$ cat config.mk
export PLATFORM = sky130hd
export DESIGN_NAME = button_pulse_ctrl
export DESIGN_NICKNAME = d
export VERILOG_FILES = /design/src/rtl/button_pulse_ctrl.sv
export SDC_FILE = /design/constraint.sdc
export NUM_CORES = 1
export LEC_CHECK = 0
export BUFFER_PORTS_ARGS = -buffer_cell sky130_fd_sc_hd__buf_2
export CAP_MARGIN = 10
export CORE_MARGIN = 8
export CORE_UTILIZATION = 53
export DETAILED_ROUTE_END_ITERATION = 7
export GPL_ROUTABILITY_DRIVEN = 0
export PLACE_DENSITY = 0.71
export SETUP_SLACK_MARGIN = 0.05
export SYNTH_ARGS = -nofsm -noshare
export SYNTH_HDL_FRONTEND = slang
export SYNTH_SLANG_ARGS = --single-unit
$ cat constraint.sdc
create_clock -name clock -period 3.4 [get_ports clock]
set_input_delay 0.17 -clock clock [delete_from_list [all_inputs] [get_ports clock]]
set_output_delay 0.17 -clock clock [all_outputs]
set_load 0.05 [all_outputs]
$ cat src/rtl/button_pulse_ctrl.sv
// Push-button front end: 2-FF synchroniser, tick-gated debouncer and per-button press/release/hold
// event FSM. Define BTN_AUTO_REPEAT_EN to build in the auto-repeat pulse generator.
module button_pulse_ctrl #(
    parameter int unsigned NUM_BTN      = 5,
    parameter int unsigned TICK_DIV     = 100000,
    parameter int unsigned DEB_SAMPLES  = 4,
    parameter int unsigned HOLD_TICKS   = 500,
    parameter int unsigned REPEAT_TICKS = 100
) (
    input  logic               clock,
    input  logic               resetn,
    input  logic [NUM_BTN-1:0] btn_in,
    output logic [NUM_BTN-1:0] btn_level,
    output logic [NUM_BTN-1:0] btn_press,
    output logic [NUM_BTN-1:0] btn_release,
    output logic [NUM_BTN-1:0] btn_hold,
    output logic [NUM_BTN-1:0] btn_repeat,
    output logic               sample_tick
);

    localparam int unsigned      TickW   = (TICK_DIV > 2) ? $clog2(TICK_DIV) : 1;
    localparam logic [TickW-1:0] TickMax = TickW'(TICK_DIV - 1);
    localparam int unsigned      HoldW   = (HOLD_TICKS > 0) ? $clog2(HOLD_TICKS + 1) : 1;
    localparam logic [HoldW-1:0] HoldMax = HoldW'(HOLD_TICKS);

    typedef enum logic [1:0] {StIdle, StDown, StHeld} btn_state_e;

    logic [TickW-1:0]   tick_cnt_q, tick_cnt_d;
    logic [NUM_BTN-1:0] sync_meta_q, sync_q;

    always_comb begin
        sample_tick = (tick_cnt_q == TickMax);
        tick_cnt_d  = sample_tick ? '0 : tick_cnt_q + TickW'(1);
    end

    always_ff @(posedge clock) begin
        if (!resetn) begin
            tick_cnt_q  <= '0;
            sync_meta_q <= '0;
            sync_q      <= '0;
        end else begin
            tick_cnt_q  <= tick_cnt_d;
            sync_meta_q <= btn_in;
            sync_q      <= sync_meta_q;
        end
    end

    for (genvar b = 0; b < NUM_BTN; b++) begin : g_btn
        logic [DEB_SAMPLES-1:0] deb_q, deb_d;
        logic                   level_q, level_d;
        btn_state_e             state_q, state_d;
        logic [HoldW-1:0]       hold_cnt_q, hold_cnt_d;
        logic                   press_ev, rel_ev, hold_ev;

        // The level only moves once DEB_SAMPLES consecutive tick samples agree.
        always_comb begin
            deb_d   = deb_q;
            level_d = level_q;
            if (sample_tick) begin
                deb_d = {deb_q[DEB_SAMPLES-2:0], sync_q[b]};
                if (&deb_d) begin
                    level_d = 1'b1;
                end else if (~|deb_d) begin
                    level_d = 1'b0;
                end
            end
        end

        // Events are decoded from the registered state and level, so each fires in the
        // cycle right after the tick that caused it and lasts exactly one clock.
        always_comb begin
            state_d    = state_q;
            hold_cnt_d = hold_cnt_q;
            press_ev   = 1'b0;
            rel_ev     = 1'b0;
            hold_ev    = 1'b0;
            case (state_q)
                StIdle: begin
                    hold_cnt_d = '0;
                    if (level_q) begin
                        press_ev = 1'b1;
                        state_d  = StDown;
                    end
                end
                StDown: begin
                    if (!level_q) begin
                        rel_ev  = 1'b1;
                        state_d = StIdle;
                    end else if (hold_cnt_q == HoldMax) begin
                        hold_ev = 1'b1;
                        state_d = StHeld;
                    end else if (sample_tick) begin
                        hold_cnt_d = hold_cnt_q + HoldW'(1);
                    end
                end
                StHeld: begin
                    if (!level_q) begin
                        rel_ev  = 1'b1;
                        state_d = StIdle;
                    end
                end
                default: state_d = StIdle;
            endcase
        end

        always_ff @(posedge clock) begin
            if (!resetn) begin
                deb_q      <= '0;
                level_q    <= 1'b0;
                state_q    <= StIdle;
                hold_cnt_q <= '0;
            end else begin
                deb_q      <= deb_d;
                level_q    <= level_d;
                state_q    <= state_d;
                hold_cnt_q <= hold_cnt_d;
            end
        end

        assign btn_level[b]   = level_q;
        assign btn_press[b]   = press_ev;
        assign btn_release[b] = rel_ev;
        assign btn_hold[b]    = hold_ev;

`ifdef BTN_AUTO_REPEAT_EN
        localparam int unsigned    RepW   = (REPEAT_TICKS > 0) ? $clog2(REPEAT_TICKS + 1) : 1;
        localparam logic [RepW-1:0] RepMax = RepW'(REPEAT_TICKS);

        logic [RepW-1:0] rep_cnt_q, rep_cnt_d;
        logic            rep_ev;

        // Counter sits at zero outside HELD, so every entry starts a fresh interval.
        always_comb begin
            rep_cnt_d = '0;
            rep_ev    = 1'b0;
            if (state_q == StHeld && level_q) begin
                if (rep_cnt_q == RepMax) begin
                    rep_ev = 1'b1;
                end else if (sample_tick) begin
                    rep_cnt_d = rep_cnt_q + RepW'(1);
                end else begin
                    rep_cnt_d = rep_cnt_q;
                end
            end
        end

        always_ff @(posedge clock) begin
            if (!resetn) begin
                rep_cnt_q <= '0;
            end else begin
                rep_cnt_q <= rep_cnt_d;
            end
        end

        assign btn_repeat[b] = rep_ev;
`else
        assign btn_repeat[b] = 1'b0;
`endif
    end

endmodule

; ---- Yosys cells after proc, flatten, opt, wreduce, memory -nomap -nowiden
; Index checks and enable logic that the tools add are counted.
[op_classes]
n_eq_ne = 51
bitwise_logic = 1
addsub = 6
mul = 0
n_div = 0
n_reduce_logical = 41
shifts = 0
order_cmp = 0
muxes = 90
[ops]
columns = cell, n
row1 = 9-bit 2-to-1 mux, 15
row2 = 9-bit case mux with 2 select lines, 5
row3 = "2-bit inequality test, second input constant", 30
row4 = "9-bit by 1-bit adder with 9-bit output, second input constant", 5
row5 = "9-bit equality test, second input constant", 5
row6 = 1-bit 2-to-1 mux, 45
row7 = 2-bit 2-to-1 mux, 20
row8 = 4-bit AND reduction, 10
row9 = 2-bit case mux with 3 select lines, 5
row10 = 4-bit OR reduction, 5
row11 = "17-bit by 1-bit adder with 17-bit output, second input constant", 1
row12 = "17-bit equality test, second input constant", 1
row13 = "3-bit inequality test, second input constant", 5
row14 = 3-bit AND reduction, 5
row15 = 2-bit OR reduction, 6
row16 = "2-bit by 1-bit equality test with 1-bit output, second input constant", 5
row17 = "2-bit equality test, second input constant", 5
row18 = 2-bit logical NOT, 5
row19 = 2-bit AND reduction, 5
row20 = 2-bit nonzero test, 5
row21 = 1-bit NOT, 1
[word_totals]
latch_bits = 0
memories = 0
mem_bits_rw = 0
ff_bits = 102
romBits = 0

; ---- Longest topological paths before layout
; Gate-level depths: netlist of the first run.
[depth]
word_depth = 5
ltp_mapped = 8

; ---- Worst setup path before layout of the first run
; OpenSTA, ideal clock, no wires.
[synth_timing]
path_type = reg2reg
start = reg tick_cnt_q[0]
end = reg g_btn[2].hold_cnt_q[2]
path_stages_with_launch = 8
setup_ns = 0.127
setup_slack_ns = 1.630
synth_period_minus_slack_ns = 1.770
arrival_ns = 1.643
cell_sequence = dfxtp_1 > ha_1 > and4_1 > buf_2 > nand4_1 > clkbuf_1 > o31ai_1 > mux2i_1
[synth_via]
elab_chain_cells = 3
[synth_lines]
columns = item, line
row1 = start: declaration, 28  ; logic [TickW-1:0] tick_cnt_q, tick_cnt_d;
row2 = start signal: assignment, 42  ; tick_cnt_q <= tick_cnt_d;
row3 = 17-bit equality test, 32  ; sample_tick = (tick_cnt_q == TickMax);
row4 = 2-bit inequality test (no line), n/a
row5 = 4-bit AND reduction (no line), n/a
row6 = end signal: assignment, 116  ; hold_cnt_q <= hold_cnt_d;
row7 = end: declaration, 52  ; logic [HoldW-1:0] hold_cnt_q, hold_cnt_d;
; No other way between the ends.
; A chain may end at the register's enable or synchronous reset.

; ---- Worst setup path in the final report of the first run
[layout_timing]
start = reg tick_cnt_q[0]
end = out sample_tick
[layout_via]
elab_chain_cells = 1
[layout_lines]
columns = item, line
row1 = 17-bit equality test, 32
row2 = end: declaration, 18  ; output logic sample_tick
; No other way between the ends.

==> flow_summary_export.csv, run 1 <==
group,metric,value,unit
run_status,status,"complete, no violations",
placed_design,placed_area,0.00564,mm^2
sta,setup_viol,0,
setup_path,crit_path_end_kind,"primary output",
floorplan,core_area,0.0103,mm^2
clock_tree,post_cts_resized,0,
cells_and_area,final_cells,807,
yosys,avgSynthCellArea,8.34,um^2
sta,worst_slew_pin_slew,1.00,ns
global_routing,antenna_found_initial,0,
yosys,netlist_instances,671,
cells_and_area,final_net_count,701,
drt,routed_wl,12.3,mm
cells_and_area,multiInputGateArea,0.00308,mm^2
power,p_leak,2.07,nW
global_routing,grt_overflow,0,
drt,ant_nets,0,
worst_hold_path,hold_path.class,"input pin to flip-flop",
setup_path,crit_family,"buffers and inverters",
drt,first_iter_violations,357,
yosys,synthMuxAreaShare,0.715,%
yosys,ys_async_sr_fraction,0,%
cells_and_area,fillers,974,
setup_path,path_buf_inv,4,
clock_tree,postCtsSetupBuffers,0,
global_routing,grt_pass1_wl,21.2,mm
clock_tree,cts_max_path_buffers,2,
sta,period_needed,2.71,ns
clock_tree,hold_buffers,3,
yosys,synth-warning-count,0,
sta,finalSetupTns,0,ns
setup_path,critPathLaunchType,"flip-flop",
setup_path,crit_top_cell,"buf_4",
floorplan,initial_core_util,54.5,%
cells_and_area,drive_gt1_share,8.20,%
drt,drt_drc_violations_left,0,
yosys,synth_top_family_by_area,"simple AND/OR/NAND/NOR gates",
drt,drt_first_pass_iters,5,
job,cap_violations,0,
setup_path,critPathRequiredTime,3.23,ns
drt,wl_per_cell,15.3,um
setup_path,critPathSlowestCell,"clkinv_1",
yosys,synth_compound_area_share,19.3,%
clock_tree,cts_tree,"done",
cells_and_area,num_antenna_cells,0,
sta,finalHoldViolCount,0,
setup_path,crit_fanout,24,
floorplan,io_pins,33,
cells_and_area,stdcell_area,0.00586,mm^2
global_routing,grt_util_all_layers,17.6,%
sta,min_period_over_period,79.7,%
floorplan,die_h,119,um
yosys,synthDistinctLibCells,58,
placed_design,placed_cells,790,
global_routing,grt_max_degree,47,
floorplan,die_area,0.0141,mm^2
yosys,ys_ff_latch,102,
yosys,seq_area_frac_synth,36.5,%
clock_tree,insertion_delay,0.37,ns
yosys,synth_area,0.00560,mm^2
drt,vias,4865,
power,power_density,346,mW/mm^2
yosys,synth_fa_ha_area_share,5.81,%
drt,drt-vias-per-instance,6.03,
placed_design,port-buffer-count,27,
sta,slew_headroom,32.8,%
cells_and_area,register_area,0.00204,mm^2
power,ir_drop,0.230,mV
floorplan,num_rows,37,
clock_tree,cts_root_buf,"clkbuf_8",
setup_path,slowest_delay,0.36,ns
yosys,synth_simple_gate_area_share,26.6,%
clock_tree,cts_made_buffers,9,
clock_tree,cts.sinks,102,
cells_and_area,area_growth,4.63,%
yosys,synth_enable_flop_cells,0,
global_routing,grt_pass1_vias,4623,
sta,rsz0062_at_grt,"no",
placed_design,dp_hpwl,8.63,mm
setup_path,path_class,"flip-flop to primary output",
cells_and_area,layout_common_cells,"dfxtp_1 (102), nand2_1 (57), a21oi_1 (46), inv_1 (42), nand3_1 (37)",
setup_path,worstPathArrival,2.54,ns
yosys,synth_xor_area_share,2.19,%
cells_and_area,final_common_cell,"dfxtp_1",
clock_tree,cts_max_level,3,
floorplan,die_w,119,um
clock_tree,clkTransAtPathRegs,0.09,ns
sta,max_freq,0.369,GHz
setup_path,path_cells,"ha_1 > and4_1 > nand4_1 > buf_4 > clkinv_1 > buf_4 > buf_2",
sta,worst_clock_skew,0.0139,ns
yosys,ys.flop_type,"dfxtp_1",
sta,slew_violations,0,
## through the flow
| step | hold slack (ns) | setup slack, ns | utilization [%] | power [mW] |
|---|---|---|---|---|
| after floorplan | 0.297 | 1.63 | - | 1.28 |
| final | 0.0240 | 0.690 | 57.0 | 2.03 |
| after detailed placement | 0.378 | 1.04 | 54.9 | 1.29 |
| after global routing | 0.0161 | 0.544 | 57.0 | 2.10 |
| after global placement | 0.376 | 1.10 | 54.9 | 1.29 |
| after CTS | 0.0112 | 0.690 | 57.0 | 2.05 |
## final timing paths
check,startpoint,end,slack (ns),depth (start not counted)
worst min-delay path,btn_in[1],sync_meta_q[1],0.02,2
worst min register to register,sync_meta_q[2],sync_q[2],0.44,1
worst max-delay path,tick_cnt_q[0],sample_tick,0.69,7
worst max register to register,tick_cnt_q[5],g_btn[4].level_q,1.03,5
## power breakdown
part / total [mW] / switching (mW) / internal (mW)
Combinational: 0.0568 / 0.0404 / 0.0163
Sequential: 1.21 / 0.00820 / 1.20
Clock: 0.758 / 0.384 / 0.374
## registers in the layout, indices dropped and copies added (netlist names)
signal	cells
g_btn.hold_cnt_q	45
tick_cnt_q	17
g_btn.deb_q	15
g_btn.state_q	10
g_btn.level_q	5
sync_meta_q	5
sync_q	5
## metal layers
layer,vias up,track usage [%],wire (um)
met4,0,6.72,216
met1,2290,21.8,5750
met2,121,29.0,5770
met5,-,0,0
met3,19,3.90,597
li1,2435,-,-
## worst reg2reg max path: stages (launching register included)
cell,delay (ns)
dfxtp_1,0.43
or4_4,0.59
nor4_4,0.61
buf_4,0.35
a21oi_1,0.09
a211oi_1,0.22
## logic make-up after synthesis
family	after synthesis
simple gates	259
buf+inv	98
xor+xnor	14
flops	102
compound gates	167
mux	4
other cells	1
fa+ha+maj	26
## cell type report
| class | count | area share (%) |
|---|---|---|
| Clock buffer | 13 | 2.71 |
| Clock inverter | 1 | 0.513 |
| Inverter | 43 | 2.76 |
| Multi-Input combinational cell | 475 | 52.5 |
| Sequential cell | 102 | 34.9 |
| Tap cell | 136 | 2.90 |
| Timing Repair Buffer | 37 | 3.72 |
## cells in the mapped netlist (13+ instances only)
cell        n  area, um^2
a21oi_1    46         230
a31oi_1    36         225
and2_1     20         125
and3_1     22         138
buf_4      27         203
clkbuf_1   14        52.6
dfxtp_1   102        2040
ha_1       26         325
inv_1      42         158
nand2_1    57         214
nand3_1    37         185
nand3b_1   13        97.6
nand4_1    22         138
nor2_1     21        78.8
o21ai_0    24         120
Note: power is estimated with default switching activity, not from simulation.
==> inputs of run 2 (changes only) <==
--- a/config.mk
+++ b/config.mk
@@ -11,7 +11,7 @@
 export CORE_UTILIZATION = 53
 export DETAILED_ROUTE_END_ITERATION = 7
 export GPL_ROUTABILITY_DRIVEN = 0
-export PLACE_DENSITY = 0.71
+export PLACE_DENSITY = 0.74
 export SETUP_SLACK_MARGIN = 0.05
 export SYNTH_ARGS = -nofsm -noshare
 export SYNTH_HDL_FRONTEND = slang
==> constraint.sdc (replaced) <==
create_clock -name clock -period 2.2 [get_ports clock]
set_input_delay 0.11 -clock clock [delete_from_list [all_inputs] [get_ports clock]]
set_output_delay 0.11 -clock clock [all_outputs]
set_load 0.05 [all_outputs]
==> run 2 against run 1 <==
Against the previous run:
- routed wire length grew 0.48%
- global-route usage grew 0.16 points
- non-clock buffer count grew 17
- clock power grew 58%
- hold slack gained 0.21 ns
- critical path type unchanged
- final cell count grew 2.4%
- largest power group unchanged
==> flow_summary_export.csv, run 2 (same netlist as run 1, synthesis figures left out) <==
group,metric,value,unit
run_status,status,"complete, no violations",
power,power.internal,2.43,mW
cells_and_area,largestRegisters,"g_btn.hold_cnt_q x45, tick_cnt_q x17, g_btn.deb_q x15",
placed_design,port-buffer-count,27,
floorplan,io_pins,33,
global_routing,antenna_found_initial,0,
setup_path,crit_path_end_kind,"primary output",
sta,min_period_over_period,91.9,%
placed_design,placed_area,0.00576,mm^2
power,totalPowerFinal,3.17,mW
job,cap_violations,0,
sta,worst_slew_pin_slew,0.677,ns
sta,worst_clock_skew,0.0143,ns
global_routing,grt_pass1_wl,21.4,mm
floorplan,num_rows,37,
sta,setup_viol,0,
setup_path,critPathRequiredTime,2.09,ns
global_routing,grt_util_all_layers,17.7,%
clock_tree,clkTransAtPathRegs,0.10,ns
setup_path,path_class,"flip-flop to primary output",
cells_and_area,layout_common_cells,"dfxtp_1 (102), nand2_1 (57), a21oi_1 (46), inv_1 (42), nand3_1 (37)",
sta,slew_violations,0,
drt,vias,4951,
cells_and_area,final_cells,826,
setup_path,critPathLaunchType,"flip-flop",
sta,rsz0062_at_grt,"no",
clock_tree,cts_made_buffers,9,
clock_tree,cts_tree,"done",
power,clockPowerShare,38.0,%
clock_tree,cts_max_level,3,
drt,drt-vias-per-instance,5.99,
floorplan,core_area,0.0103,mm^2
drt,drt_drc_violations_left,0,
setup_path,crit_fanout,9,
cells_and_area,fillers,919,
global_routing,grt_overflow,0,
cells_and_area,largest-register,"g_btn.hold_cnt_q",
setup_path,r2r_end,"g_btn[2].hold_cnt_q[0]",
power,p_switching,0.743,mW
setup_path,reg2reg_depth,7,
clock_tree,cts_max_path_buffers,2,
setup_path,timing.rr.start,"tick_cnt_q[0]",
drt,routed_wl,12.4,mm
sta,period_needed,2.02,ns
setup_path,endpoint,"sample_tick",
placed_design,placed_cells,801,
setup_path,startpoint,"tick_cnt_q[0]",
power,ir_drop,0.450,mV
sta,slew_headroom,54.6,%
power,power_density,522,mW/mm^2
cells_and_area,stdcell_area,0.00607,mm^2
drt,first_iter_violations,306,
setup_path,worstPathArrival,1.91,ns
clock_tree,cts_root_buf,"clkbuf_8",
setup_path,r2r_setup_slack,0.22,ns
sta,max_freq,0.494,GHz
power,power_frac_seq,59.1,%
power,share_comb_of_total_power,2.9,%
sta,finalHoldViolCount,0,
floorplan,die_area,0.0141,mm^2
cells_and_area,utilization,59.1,%
sta,finalSetupTns,0,ns
clock_tree,cts.sinks,102,
cells_and_area,final_common_cell,"dfxtp_1",
floorplan,initial_core_util,54.5,%
global_routing,grt_max_degree,36,
cells_and_area,final_net_count,718,
power,swShare,23.4,%
global_routing,grt_pass1_vias,4704,
floorplan,die_w,119,um
cells_and_area,num_antenna_cells,0,
cells_and_area,drive_gt1_share,10.9,%
cells_and_area,area_growth,8.40,%
drt,drt_first_pass_iters,5,
worst_hold_path,hold_path.class,"input pin to flip-flop",
power,p_leak,2.17,nW
cells_and_area,largest_reg_flops,45,
drt,wl_per_cell,15.0,um
drt,ant_nets,0,
placed_design,dp_hpwl,8.64,mm
clock_tree,insertion_delay,0.38,ns
floorplan,die_h,119,um
==> run 2: power groups by stage <==
stage	clock network [mW]	registers [mW]	logic, mW
after floorplan	0	1.91	0.0706
after global placement	0	1.92	0.0838
final	1.20	1.87	0.0934
after CTS	1.23	1.87	0.0922
after global routing	1.31	1.88	0.103
after detailed placement	0	1.92	0.0857
==> run 2: area by class of cell <==
class | count | area, um^2 | share of cell area (%)
clock buffers | 10 | 128 | 2.10
flip-flops and latches | 102 | 2040 | 33.6
inverters | 43 | 161 | 2.66
repair buffers | 54 | 413 | 6.80
multi-input cells | 475 | 3090 | 50.9
clock inverters | 6 | 68.8 | 1.13
well taps | 136 | 170 | 2.80
==> run 2: worst min path at each step <==
stage              start                     end  slack [ns]  depth (start not counted)
2_1_floorplan  btn_in[0]          sync_meta_q[0]        0.24                          1
4_1_cts           resetn  g_btn[0].hold_cnt_q[4]        0.22                          4
3_3_place_gp   btn_in[3]          sync_meta_q[3]        0.32                          2
6_report          resetn  g_btn[0].hold_cnt_q[4]        0.23                          4
5_1_grt           resetn  g_btn[0].hold_cnt_q[4]        0.23                          4
3_5_place_dp   btn_in[1]          sync_meta_q[1]        0.32                          2
==> run 2: worst max-delay path: stages (launching register included) <==
cell and delay (ns):
dfxtp_1 0.36, ha_2 0.21, and4_1 0.23, nand4_1 0.15
buf_12 0.19, clkinv_1 0.06, buf_4 0.17, buf_8 0.16
==> run 2: per-stage QoR <==
stage | hold slack (ns) | worst slack (ns)
finish | 0.234 | 0.178
detailed placement | 0.321 | 0.231
global route | 0.235 | 0.0674
CTS | 0.224 | 0.0782
global placement | 0.318 | 0.284
floorplan | 0.237 | 0.430
==> run 2: routing by layer <==
| layer | GRT usage, % | up-vias | part of all wire, % | wire length, um |
|---|---|---|---|---|
| met2 | 29.9 | 115 | 48 | 5960 |
| met4 | 6.48 | 0 | 0.98 | 121 |
| li1 | - | 2468 | - | - |
| met5 | 0 | - | 0 | 0 |
| met1 | 21.4 | 2361 | 46 | 5750 |
| met3 | 4.24 | 7 | 4.6 | 568 |
==> run 2: what timing repair did <==
| item | in CTS | in global routing |
|---|---|---|
| gates resized for setup | 2 | 4 |
| setup endpoints to repair | 1 | 2 |
| endpoints found under the hold margin | 5 | 0 |
| buffers inserted | 0 | 4 |
| cloned | 0 | 0 |
| hold buffers | 5 | 0 |
==> inputs of run 3 (changes only) <==
--- a/config.mk
+++ b/config.mk
@@ -11,7 +11,7 @@
 export CORE_UTILIZATION = 53
 export DETAILED_ROUTE_END_ITERATION = 7
 export GPL_ROUTABILITY_DRIVEN = 0
-export PLACE_DENSITY = 0.74
+export PLACE_DENSITY = 0.71
 export SETUP_SLACK_MARGIN = 0.05
 export SYNTH_ARGS = -nofsm -noshare
 export SYNTH_HDL_FRONTEND = slang
==> constraint.sdc (replaced) <==
create_clock -name clock -period 2.1 [get_ports clock]
set_input_delay 0.105 -clock clock [delete_from_list [all_inputs] [get_ports clock]]
set_output_delay 0.105 -clock clock [all_outputs]
set_load 0.05 [all_outputs]
==> run 3 against run 2 <==
Against the previous run:
- clock skew decreased by 0.0032 ns
- combinational power increased by 9%
- clock power increased by 8%
- worst setup slack got worse by 0.031 ns
- clock-buffer cell count increased by 1
- highest routed layer unchanged
- final cell count increased by 0.12%
- non-clock buffer count increased by 1
- critical path depth unchanged
==> flow_summary_export.csv, run 3 (same netlist as run 1, synthesis figures left out) <==
group,metric,value,unit
setup_path,r2r_end,"g_btn[3].hold_cnt_q[6]",
worst_hold_path,hold_path.class,"input pin to flip-flop",
setup_path,endpoint,"sample_tick",
cells_and_area,drive_gt1_share,11.4,%
floorplan,die_w,119,um
sta,min_period_over_period,93.0,%
power,power_density,551,mW/mm^2
drt,wl_per_cell,14.7,um
clock_tree,cts_max_path_buffers,2,
setup_path,timing.rr.start,"tick_cnt_q[6]",
floorplan,die_area,0.0141,mm^2
drt,ant_nets,0,
setup_path,reg2reg_depth,5,
drt,vias,4882,
floorplan,core_area,0.0103,mm^2
job,cap_violations,0,
cells_and_area,utilization,59.4,%
setup_path,startpoint,"tick_cnt_q[0]",
clock_tree,insertion_delay,0.36,ns
setup_path,critPathLaunchType,"flip-flop",
setup_path,crit_path_end_kind,"primary output",
floorplan,io_pins,33,
sta,max_freq,0.512,GHz
global_routing,grt_overflow,0,
global_routing,grt_pass1_wl,21.2,mm
placed_design,port-buffer-count,27,
sta,finalSetupTns,0,ns
setup_path,crit_fanout,24,
power,totalPowerFinal,3.36,mW
global_routing,busiest_layer,"met2",
setup_path,worstPathArrival,1.85,ns
floorplan,num_rows,37,
sta,finalHoldViolCount,0,
floorplan,die_h,119,um
clock_tree,cts_tree,"done",
clock_tree,cts_max_level,3,
drt,drt-vias-per-instance,5.90,
power,ir_drop,0.332,mV
drt,routed_wl,12.2,mm
run_status,status,"complete, no violations",
placed_design,dp_hpwl,8.56,mm
clock_tree,cts_made_buffers,9,
setup_path,critPathRequiredTime,2.00,ns
setup_path,path_class,"flip-flop to primary output",
floorplan,initial_core_util,54.5,%
sta,setup_viol,0,
cells_and_area,final_net_count,719,
drt,drt_drc_violations_left,0,
sta,worst_clock_skew,0.0110,ns
global_routing,grt_use_met2,29.2,%
sta,period_needed,1.95,ns
power,p_leak,2.19,nW
cells_and_area,area_growth,9.03,%
global_routing,grt_pass1_vias,4674,
cells_and_area,largest_reg_flops,45,
global_routing,grt_util_all_layers,17.4,%
cells_and_area,largestRegisters,"g_btn.hold_cnt_q x45, tick_cnt_q x17, g_btn.deb_q x15",
cells_and_area,final_common_cell,"dfxtp_1",
clock_tree,clkTransAtPathRegs,0.10,ns
global_routing,grt_util_met3,3.28,%
cells_and_area,layout_common_cells,"dfxtp_1 (101), nand2_1 (57), a21oi_1 (46), inv_1 (42), nand3_1 (37)",
drt,first_iter_violations,336,
sta,slew_violations,0,
clock_tree,cts.sinks,102,
drt,drt_first_pass_iters,5,
global_routing,antenna_found_initial,0,
sta,rsz0062_at_grt,"yes",
setup_path,r2r_setup_slack,0.15,ns
clock_tree,cts_root_buf,"clkbuf_8",
cells_and_area,largest-register,"g_btn.hold_cnt_q",
cells_and_area,num_antenna_cells,0,
global_routing,use_met1,21.6,%
global_routing,grt_max_degree,34,
-- run 3: metrics by stage --
| stage | hold slack [ns] | cells | cell area [um^2] | setup slack (ns) |
|---|---|---|---|---|
| 2_1_floorplan | 0.232 | 675 | 5610 | 0.330 |
| 3_3_place_gp | 0.316 | 804 | 5780 | 0.192 |
| 3_5_place_dp | 0.315 | 804 | 5780 | 0.0940 |
| 4_1_cts | 0.130 | 825 | 6050 | 0.00274 |
| 5_1_grt | 0.166 | 827 | 6100 | 0.0309 |
| 6_report | 0.155 | 827 | 6100 | 0.147 |
-- run 3: routing by layer --
layer  routed length, um  part of all wire, %
met4                 157                  1.3
met1                5580                   46
met3                 557                  4.6
met5                   0                    0
met2                5880                   48
-- run 3: timing repair --
| action | in CTS | in global routing |
|---|---|---|
| endpoints found under the hold margin | 5 | 0 |
| setup endpoints to repair | 2 | 7 |
| hold buffers | 5 | 0 |
| buffers inserted | 0 | 2 |
| pin swaps | 0 | 2 |
| gates resized for setup | 3 | 8 |
-- run 3: how the worst min path moves through the flow --
| stage | depth (start not counted) | slack [ns] | endpoint | start |
|---|---|---|---|---|
| after CTS | 3 | 0.13 | g_btn[4].hold_cnt_q[4] | resetn |
| after global placement | 2 | 0.32 | sync_meta_q[2] | btn_in[2] |
| after detailed placement | 2 | 0.32 | sync_meta_q[4] | btn_in[4] |
| after global routing | 3 | 0.17 | g_btn[4].hold_cnt_q[4] | resetn |
| final | 3 | 0.16 | g_btn[4].hold_cnt_q[4] | resetn |
| after floorplan | 1 | 0.23 | sync_meta_q[0] | btn_in[0] |
-- run 3: final cells by class --
type                       count  area (um^2)
clock buffer                  11          151
clock inverter                 5         57.6
fill                         928         4170
inverter                      43          161
multi-input combinational    475         3110
sequential                   102         2040
tap                          136          170
timing repair buffer          55          412
-- run 3: report_power, final --
part,internal [mW],switching (mW)
clock,0.617,0.679
sequential,1.95,0.0125
combinational,0.0334,0.0682
total,2.60,0.760
-- run 3: worst max-delay path: stages (launching register included) --
cell and delay (ns):
dfxtp_1 0.33, ha_1 0.20, and4_1 0.21, nand4_1 0.08
buf_6 0.18, clkinv_1 0.14, buf_12 0.18, buf_6 0.16
